### src/rtl/rsa_job_ctrl_if.sv
// rsa_job_ctrl_if: host/datapath control signals of the RSA job controller
interface rsa_job_ctrl_if #(parameter int CNT_W = 16);
  logic enable, abort, err_clr, empty_fifo, nextByte_in, over;
  logic load, running, dp_clear, busy, job_done, timeout_err;
  logic [CNT_W-1:0] job_count;
  logic [2:0] state_dbg;
  modport slave (
    input enable, abort, err_clr, empty_fifo, nextByte_in, over,
    output load, running, dp_clear, busy, job_done, timeout_err, job_count, state_dbg
  );
  modport master (
    output enable, abort, err_clr, empty_fifo, nextByte_in, over,
    input load, running, dp_clear, busy, job_done, timeout_err, job_count, state_dbg
  );
endinterface

### src/rtl/rsa_job_ctrl.sv
// rsa_job_ctrl: sequences one RSA job (load, run, done) with watchdog, abort and job counter
module rsa_job_ctrl #(
  parameter int WordSize    = 32,
  parameter int TIMEOUT_CYC = 2**20,
  parameter int CLEAR_CYC   = 2,
  parameter int CNT_W       = 16
) (
  input logic clk,
  input logic reset,
  rsa_job_ctrl_if.slave ctl
);
  localparam int BYTES = 3*WordSize/8;
  localparam int BC_W  = $clog2(BYTES);
  localparam int WD_W  = $clog2(TIMEOUT_CYC);
  localparam int CL_W  = CLEAR_CYC > 1 ? $clog2(CLEAR_CYC) : 1;
  typedef enum logic [2:0] {IDLE = 3'd0, LOAD = 3'd1, RUN = 3'd2, DONE = 3'd3, FLUSH = 3'd4} state_t;
  state_t state, nxt;
  logic [BC_W-1:0] byte_cnt;
  logic [WD_W-1:0] wdog;
  logic [CL_W-1:0] clr_cnt;
  logic over_q, over_rise, last_byte, wd_hit, tmo, active;
  always_comb begin
    over_rise = ctl.over & ~over_q;
    last_byte = ctl.nextByte_in && byte_cnt == BC_W'(BYTES-1);
    wd_hit = wdog == WD_W'(TIMEOUT_CYC-1);
    active = state == LOAD || state == RUN;
    tmo = 1'b0;
    nxt = state;
    case (state)
      IDLE:  nxt = (ctl.enable & ~ctl.empty_fifo & ~ctl.timeout_err) ? LOAD : IDLE;
      LOAD:  if (ctl.abort) nxt = FLUSH;
             else if (last_byte) nxt = RUN;
             else if (wd_hit) begin nxt = FLUSH; tmo = 1'b1; end
      RUN:   if (ctl.abort) nxt = FLUSH;
             else if (over_rise) nxt = DONE;
             else if (wd_hit) begin nxt = FLUSH; tmo = 1'b1; end
      DONE:  nxt = IDLE;
      FLUSH: nxt = clr_cnt == CL_W'(CLEAR_CYC-1) ? IDLE : FLUSH;
      default: nxt = IDLE;
    endcase
  end
  // outputs are decoded from the next state so they line up with the state register
  always_ff @(posedge clk or negedge reset) begin
    if (!reset) begin
      state <= IDLE;
      byte_cnt <= '0;
      wdog <= '0;
      clr_cnt <= '0;
      over_q <= 1'b0;
      ctl.load <= 1'b0;
      ctl.running <= 1'b0;
      ctl.dp_clear <= 1'b0;
      ctl.busy <= 1'b0;
      ctl.job_done <= 1'b0;
      ctl.timeout_err <= 1'b0;
      ctl.job_count <= '0;
      ctl.state_dbg <= 3'd0;
    end else begin
      state <= nxt;
      over_q <= ctl.over;
      byte_cnt <= state == LOAD ? byte_cnt + BC_W'(ctl.nextByte_in) : '0;
      wdog <= (!active || nxt != state || (state == LOAD && ctl.nextByte_in)) ? '0 : wdog + 1'b1;
      clr_cnt <= state == FLUSH ? clr_cnt + 1'b1 : '0;
      ctl.load <= nxt == LOAD;
      ctl.running <= nxt == RUN;
      ctl.dp_clear <= nxt == FLUSH;
      ctl.busy <= nxt != IDLE;
      ctl.job_done <= nxt == DONE;
      ctl.job_count <= ctl.job_count + CNT_W'(nxt == DONE);
      ctl.timeout_err <= tmo | (ctl.timeout_err & ~ctl.err_clr);
      ctl.state_dbg <= nxt;
    end
  end
endmodule

### src/flat_wrapper.sv
// flat-port wrapper written by rule: the top's interface ports become plain ports
module rsa_job_ctrl_flat 
#(
  parameter int WordSize    = 32,
  parameter int TIMEOUT_CYC = 2**20,
  parameter int CLEAR_CYC   = 2,
  parameter int CNT_W       = 16
)
  (clk, reset, ctl_enable, ctl_abort, ctl_err_clr, ctl_empty_fifo, ctl_nextByte_in, ctl_over, ctl_load, ctl_running, ctl_dp_clear, ctl_busy, ctl_job_done, ctl_timeout_err, ctl_job_count, ctl_state_dbg);
  rsa_job_ctrl_if #(.CNT_W(CNT_W)) ctl_i ();
  input logic clk;
  input logic reset;
  input wire logic [$bits(ctl_i.enable)-1:0] ctl_enable;
  input wire logic [$bits(ctl_i.abort)-1:0] ctl_abort;
  input wire logic [$bits(ctl_i.err_clr)-1:0] ctl_err_clr;
  input wire logic [$bits(ctl_i.empty_fifo)-1:0] ctl_empty_fifo;
  input wire logic [$bits(ctl_i.nextByte_in)-1:0] ctl_nextByte_in;
  input wire logic [$bits(ctl_i.over)-1:0] ctl_over;
  output wire logic [$bits(ctl_i.load)-1:0] ctl_load;
  output wire logic [$bits(ctl_i.running)-1:0] ctl_running;
  output wire logic [$bits(ctl_i.dp_clear)-1:0] ctl_dp_clear;
  output wire logic [$bits(ctl_i.busy)-1:0] ctl_busy;
  output wire logic [$bits(ctl_i.job_done)-1:0] ctl_job_done;
  output wire logic [$bits(ctl_i.timeout_err)-1:0] ctl_timeout_err;
  output wire logic [$bits(ctl_i.job_count)-1:0] ctl_job_count;
  output wire logic [$bits(ctl_i.state_dbg)-1:0] ctl_state_dbg;
  assign ctl_i.enable = ctl_enable;
  assign ctl_i.abort = ctl_abort;
  assign ctl_i.err_clr = ctl_err_clr;
  assign ctl_i.empty_fifo = ctl_empty_fifo;
  assign ctl_i.nextByte_in = ctl_nextByte_in;
  assign ctl_i.over = ctl_over;
  assign ctl_load = ctl_i.load;
  assign ctl_running = ctl_i.running;
  assign ctl_dp_clear = ctl_i.dp_clear;
  assign ctl_busy = ctl_i.busy;
  assign ctl_job_done = ctl_i.job_done;
  assign ctl_timeout_err = ctl_i.timeout_err;
  assign ctl_job_count = ctl_i.job_count;
  assign ctl_state_dbg = ctl_i.state_dbg;
  rsa_job_ctrl #(.WordSize(WordSize), .TIMEOUT_CYC(TIMEOUT_CYC), .CLEAR_CYC(CLEAR_CYC), .CNT_W(CNT_W)) u_core (.clk(clk), .reset(reset), .ctl(ctl_i));
endmodule
### config.mk
export PLATFORM = sky130hd
export DESIGN_NAME = rsa_job_ctrl_flat
export DESIGN_NICKNAME = d
export VERILOG_FILES = /design/src/rtl/rsa_job_ctrl_if.sv /design/src/rtl/rsa_job_ctrl.sv /design/src/flat_wrapper.sv
export SDC_FILE = /design/constraint.sdc
export NUM_CORES = 1
export LEC_CHECK = 0
export BUFFER_PORTS_ARGS = -buffer_cell sky130_fd_sc_hd__buf_2
export CAP_MARGIN = 30
export CELL_PAD_IN_SITES_DETAIL_PLACEMENT = 0
export CELL_PAD_IN_SITES_GLOBAL_PLACEMENT = 1
export CORE_MARGIN = 2
export CORE_UTILIZATION = 40
export CTS_CLUSTER_DIAMETER = 120
export DETAILED_ROUTE_END_ITERATION = 8
export GPL_ROUTABILITY_DRIVEN = 0
export PLACE_DENSITY = 0.76
export SLEW_MARGIN = 20
export SYNTH_ARGS = -nofsm -noshare
export SYNTH_HDL_FRONTEND = slang
export SYNTH_SLANG_ARGS = --single-unit
### constraint.sdc
create_clock -name clk -period 2.8 [get_ports clk]
set_clock_uncertainty 0.2 [all_clocks]
set_input_delay 0 -clock clk [delete_from_list [all_inputs] [get_ports clk]]
set_output_delay 0 -clock clk [all_outputs]
set_load 0.01 [all_outputs]
# Yosys cells after proc, flatten, opt, wreduce, memory -nomap -nowiden
# Index checks and enable logic that the tools add are counted.
[op_classes]
add_sub_neg = 4
n_eq_ne = 10
n_mux = 17
bitwise = 9
n_reduce_logical = 8
[op_table]
columns = ["op", "n"]
rows = [
  ["adder 20 x 1 -> 20 bit, second input constant", 1],
  ["equality test 20 bit, second input constant", 1],
  ["two-way mux 20 bit", 1],
  ["two-way mux 3 bit", 6],
  ["adder 16 x 1 -> 16 bit", 1],
  ["case mux 3 bit (4 select lines)", 1],
  ["equality test 3 x 2 -> 1 bit, second input constant", 3],
  ["two-way mux 1 bit", 7],
  ["equality test 3 x 1 -> 1 bit, second input constant", 2],
  ["equality test 3 bit, second input constant", 2],
  ["adder 4 x 1 -> 4 bit", 1],
  ["bitwise AND 1 bit", 4],
  ["equality test 4 bit, second input constant", 1],
  ["two-way mux 4 bit", 1],
  ["NOT 1 bit", 4],
  ["zero test 3 bit", 1],
  ["logical OR 1 bit", 3],
  ["!= test 3 bit", 1],
  ["nonzero test 3 bit", 1],
  ["logical AND 1 bit", 2],
  ["case mux 1 bit (2 select lines)", 1],
  ["adder 1 bit, second input constant", 1],
  ["zero test 1 bit", 1],
  ["bitwise OR 1 bit", 1],
]
[totals]
ff_bits = 51
out_inout_bits = 25

# Longest topological paths before layout
[depth]
depth_word = 9
ltp_mapped = 8
depth_no_buf = 8

# Worst setup path before layout
# OpenSTA, ideal clock, no wires.
[synth_path]
kind = "reg2reg"
start = "register u_core.ctl.state_dbg[1] (netlist name)"
end = "register u_core.ctl.job_count[14]"
t_arrival_ns = 2.138
t_required_ns = 2.521
slack_ns = 0.383
stages_incl_launch_ff = 9
path_buffers = 0
period_less_slack_ns = 2.417
path_cell_list = "dfrtp_1 > or2b_2 > nor4_2 > ha_1 > ha_1 > nand3_1 > or2_2 > nor2_1 > xor2_1"
[synth_lines]
columns = ["item", "line_no", "text"]
rows = [
  ["end signal, assigned", "rsa_job_ctrl.sv:69", "ctl.job_count <= ctl.job_count + CNT_W'(nxt == DONE);"],
  ["end, declared", "rsa_job_ctrl_if.sv:9", "output load, running, dp_clear, busy, job_done, timeout_err, job_count, state_dbg"],
]

==> impl_metrics.py <==
metrics = {
    "status": {
        "status": "complete, no violations",
    },
    "cells_and_area": {
        "antenna_cells": 0,
        "final_common_cell": "dfrtp_1",
        "fillCellCount": 558,
        "nets": 277,
        "seqCellArea_mm2": 0.00128,
        "multiInputGateArea_mm2": 0.00106,
        "drive_gt1_share_pct": 21.5,
        "area_growth_syn_to_layout_pct": 18.1,
        "instances_no_fill": 340,
        "final_cell_mix": "51 x dfrtp_1, 34 x nor2_1, 32 x buf_2",
    },
    "global_route": {
        "grt_pass1_wl_um": 7150,
        "overflow": 0,
        "antenna_found_initial": 0,
        "grt_pass1_vias": 1548,
        "grt_usage_pct": 14.2,
        "grt_start_max_net_pins": 28,
    },
    "cts": {
        "clkTransAtPathRegs_ns": 0.09,
        "h-tree-depth": 2,
        "post_cts_buffers": 0,
        "cts_buffer_depth": 2,
        "cts-root-buf": "clkbuf_8",
        "cts.sinks": 51,
        "cts_tree": "yes",
        "cts_buffers": 5,
        "insertion_delay_ns": 0.30,
    },
    "power": {
        "total_leakage_power_nw": 1.29,
        "ir_drop_mv": 0.222,
        "power_density_mw_per_mm2": 536,
        "finalPower_w": 0.00151,
    },
    "synth": {
        "synth_cell_types": 41,
        "ys_seq_elements": 51,
        "synth.yosys.seq_area_share_pct": 53.6,
        "synth-edff-count": 0,
        "avgSynthCellArea_um2": 10.9,
        "syn_area_mm2": 0.00238,
        "syn_nets": 231,
        "syn_inst": 218,
        "yosysWarnings": 0,
        "synthArstFlopShare_pct": 100,
        "ys.flop_type": "dfrtp_1",
    },
    "place": {
        "port_buffers": 32,
        "placed_cells": 324,
        "place_ws_ns": 0.198,
        "dpl.hpwl_um": 3070,
    },
    "worst_setup_path": {
        "crit_chain": "or2b_2 -> nor4_4 -> ha_1 -> ha_1 -> nand3_1 -> or2_2 -> nor2_1 -> xor2_1",
        "required_ns": 2.83,
        "critPathLaunchType": "flop",
        "cp_top_family": "simple AND/OR/NAND/NOR gates",
        "cp_max_fo": 9,
        "cp_common_cell": "ha_1",
        "arrival_ns": 2.58,
        "path_buf_inv": 0,
        "crit_path_end_kind": "flop",
        "slowest_stage": "dfrtp_1",
        "critPathKind": "reg2reg",
        "slowest_delay_ns": 0.48,
    },
    "timing": {
        "relSlewSlack_pct": 57.0,
        "fin_crit_sh_pct": 91.1,
        "finalHoldViolCount": 0,
        "rsz0062_at_grt": "no",
        "worstMarginPinSlew_ns": 0.639,
        "tns_ns": 0,
        "maxSlewViolCount": 0,
        "max_freq_mhz": 392,
        "fin_hold_ws_ns": 0.0157,
        "final.min_clock_period_ns": 2.55,
        "setup_ws_ns": 0.249,
        "setup_viol": 0,
    },
    "floorplan": {
        "io_pins": 33,
        "die-width_um": 81.2,
        "dieHeight_um": 81.2,
        "rows": 28,
        "initial_core_util_pct": 40.7,
        "coreArea_mm2": 0.00585,
        "dieArea_mm2": 0.00659,
    },
    "drt": {
        "drc": 0,
        "wl_per_cell_um": 12.6,
        "dr.pass1.iters": 4,
        "routed_wl_um": 4290,
        "via_per_inst": 4.92,
        "drt_iter0_drc": 38,
        "antenna_left": 0,
        "vias": 1672,
    },
    "run": {
        "drv_cap": 0,
    },
    "hold_path": {
        "hp-class": "in2async",
    },
}
where the power goes:
part / switching (W) / total [W] / internal [W] / leakage, nW
combinational: 0.000131 / 0.000242 / 0.000111 / 0.540
sequential: 0.0000265 / 0.000804 / 0.000777 / 0.702
clock: 0.000237 / 0.000462 / 0.000225 / 0.0505
per-stage QoR:
stage	util, %	area (um^2)
detailed placement	44.8	2620
global route	48.1	2810
floorplan	-	2380
global placement	44.8	2620
finish	48.1	2810
CTS	47.9	2800
cells by family after synthesis:
kind of cell / count (synthesis) / synth area share [%]
adders and majority gates: 5 / 2.63
DFF: 51 / 53.6
and+or+nand+nor: 105 / 24.5
xor gates and xnor gates: 34 / 12.5
AOI/OAI and AO/OA: 15 / 4.57
buffers and inverters: 8 / 2.21
final cells by class:
cell class	instances	area share (%)
multi-input combinational	159	37.7
clock buffer	7	3.43
tap	75	3.34
clock inverter	1	0.267
sequential	51	45.4
inverter	4	0.534
timing repair buffer	43	9.34
synth_stat cells, types with 4 or more instances:
master,n,area (um^2)
ha_1,5,62.6
xnor2_1,22,193
and3_1,5,31.3
nand2_1,13,48.8
xor2_1,12,105
inv_1,4,15.0
nor3_1,4,20.0
nor2_1,34,128
dfrtp_1,51,1280
a21oi_1,4,20.0
nand3_1,16,80.1
nand4_1,7,43.8
state kept, by name (all words and copies together) (netlist names):
register	cells
u_core.ctl.state_dbg	3
u_core.ctl.job_done	1
u_core.ctl.load	1
u_core.byte_cnt	4
u_core.ctl.dp_clear	1
u_core.ctl.running	1
u_core.ctl.busy	1
u_core.over_q	1
u_core.ctl.timeout_err	1
u_core.ctl.job_count	16
u_core.clr_cnt	1
u_core.wdog	20
what timing repair did:
action	4_1_cts	5_1_grt
gates resized for setup	0	1
endpoints found under the setup margin	0	2
hold buffers	8	0
endpoints found under the hold margin	34	0
worst paths after layout:
kind | from | to | slack, ns | depth (start not counted)
max | u_core.ctl.state_dbg[1]$_DFF_PN0_ | u_core.ctl.job_count[14]$_DFF_PN0_ | 0.25 | 8
min | reset | u_core.ctl.job_count[7]$_DFF_PN0_ | 0.02 | 2
max reg2reg | u_core.ctl.state_dbg[1]$_DFF_PN0_ | u_core.ctl.job_count[14]$_DFF_PN0_ | 0.25 | 8
min reg2reg | u_core.clr_cnt$_DFF_PN0_ | u_core.clr_cnt$_DFF_PN0_ | 0.24 | 1
max in group asynchronous | reset | u_core.ctl.state_dbg[2]$_DFF_PN0_ | 1.62 | 3
min in group clk | ctl_over | u_core.over_q$_DFF_PN0_ | 0.18 | 2
layer usage:
layer / routed length [um] / global-route usage, %
met5: 0 / 0
met4: 52 / 4.58
met3: 200 / 4.00
met2: 1900 / 22.5
met1: 2130 / 18.9
No activity file was read; power rests on OpenSTA's default activity.
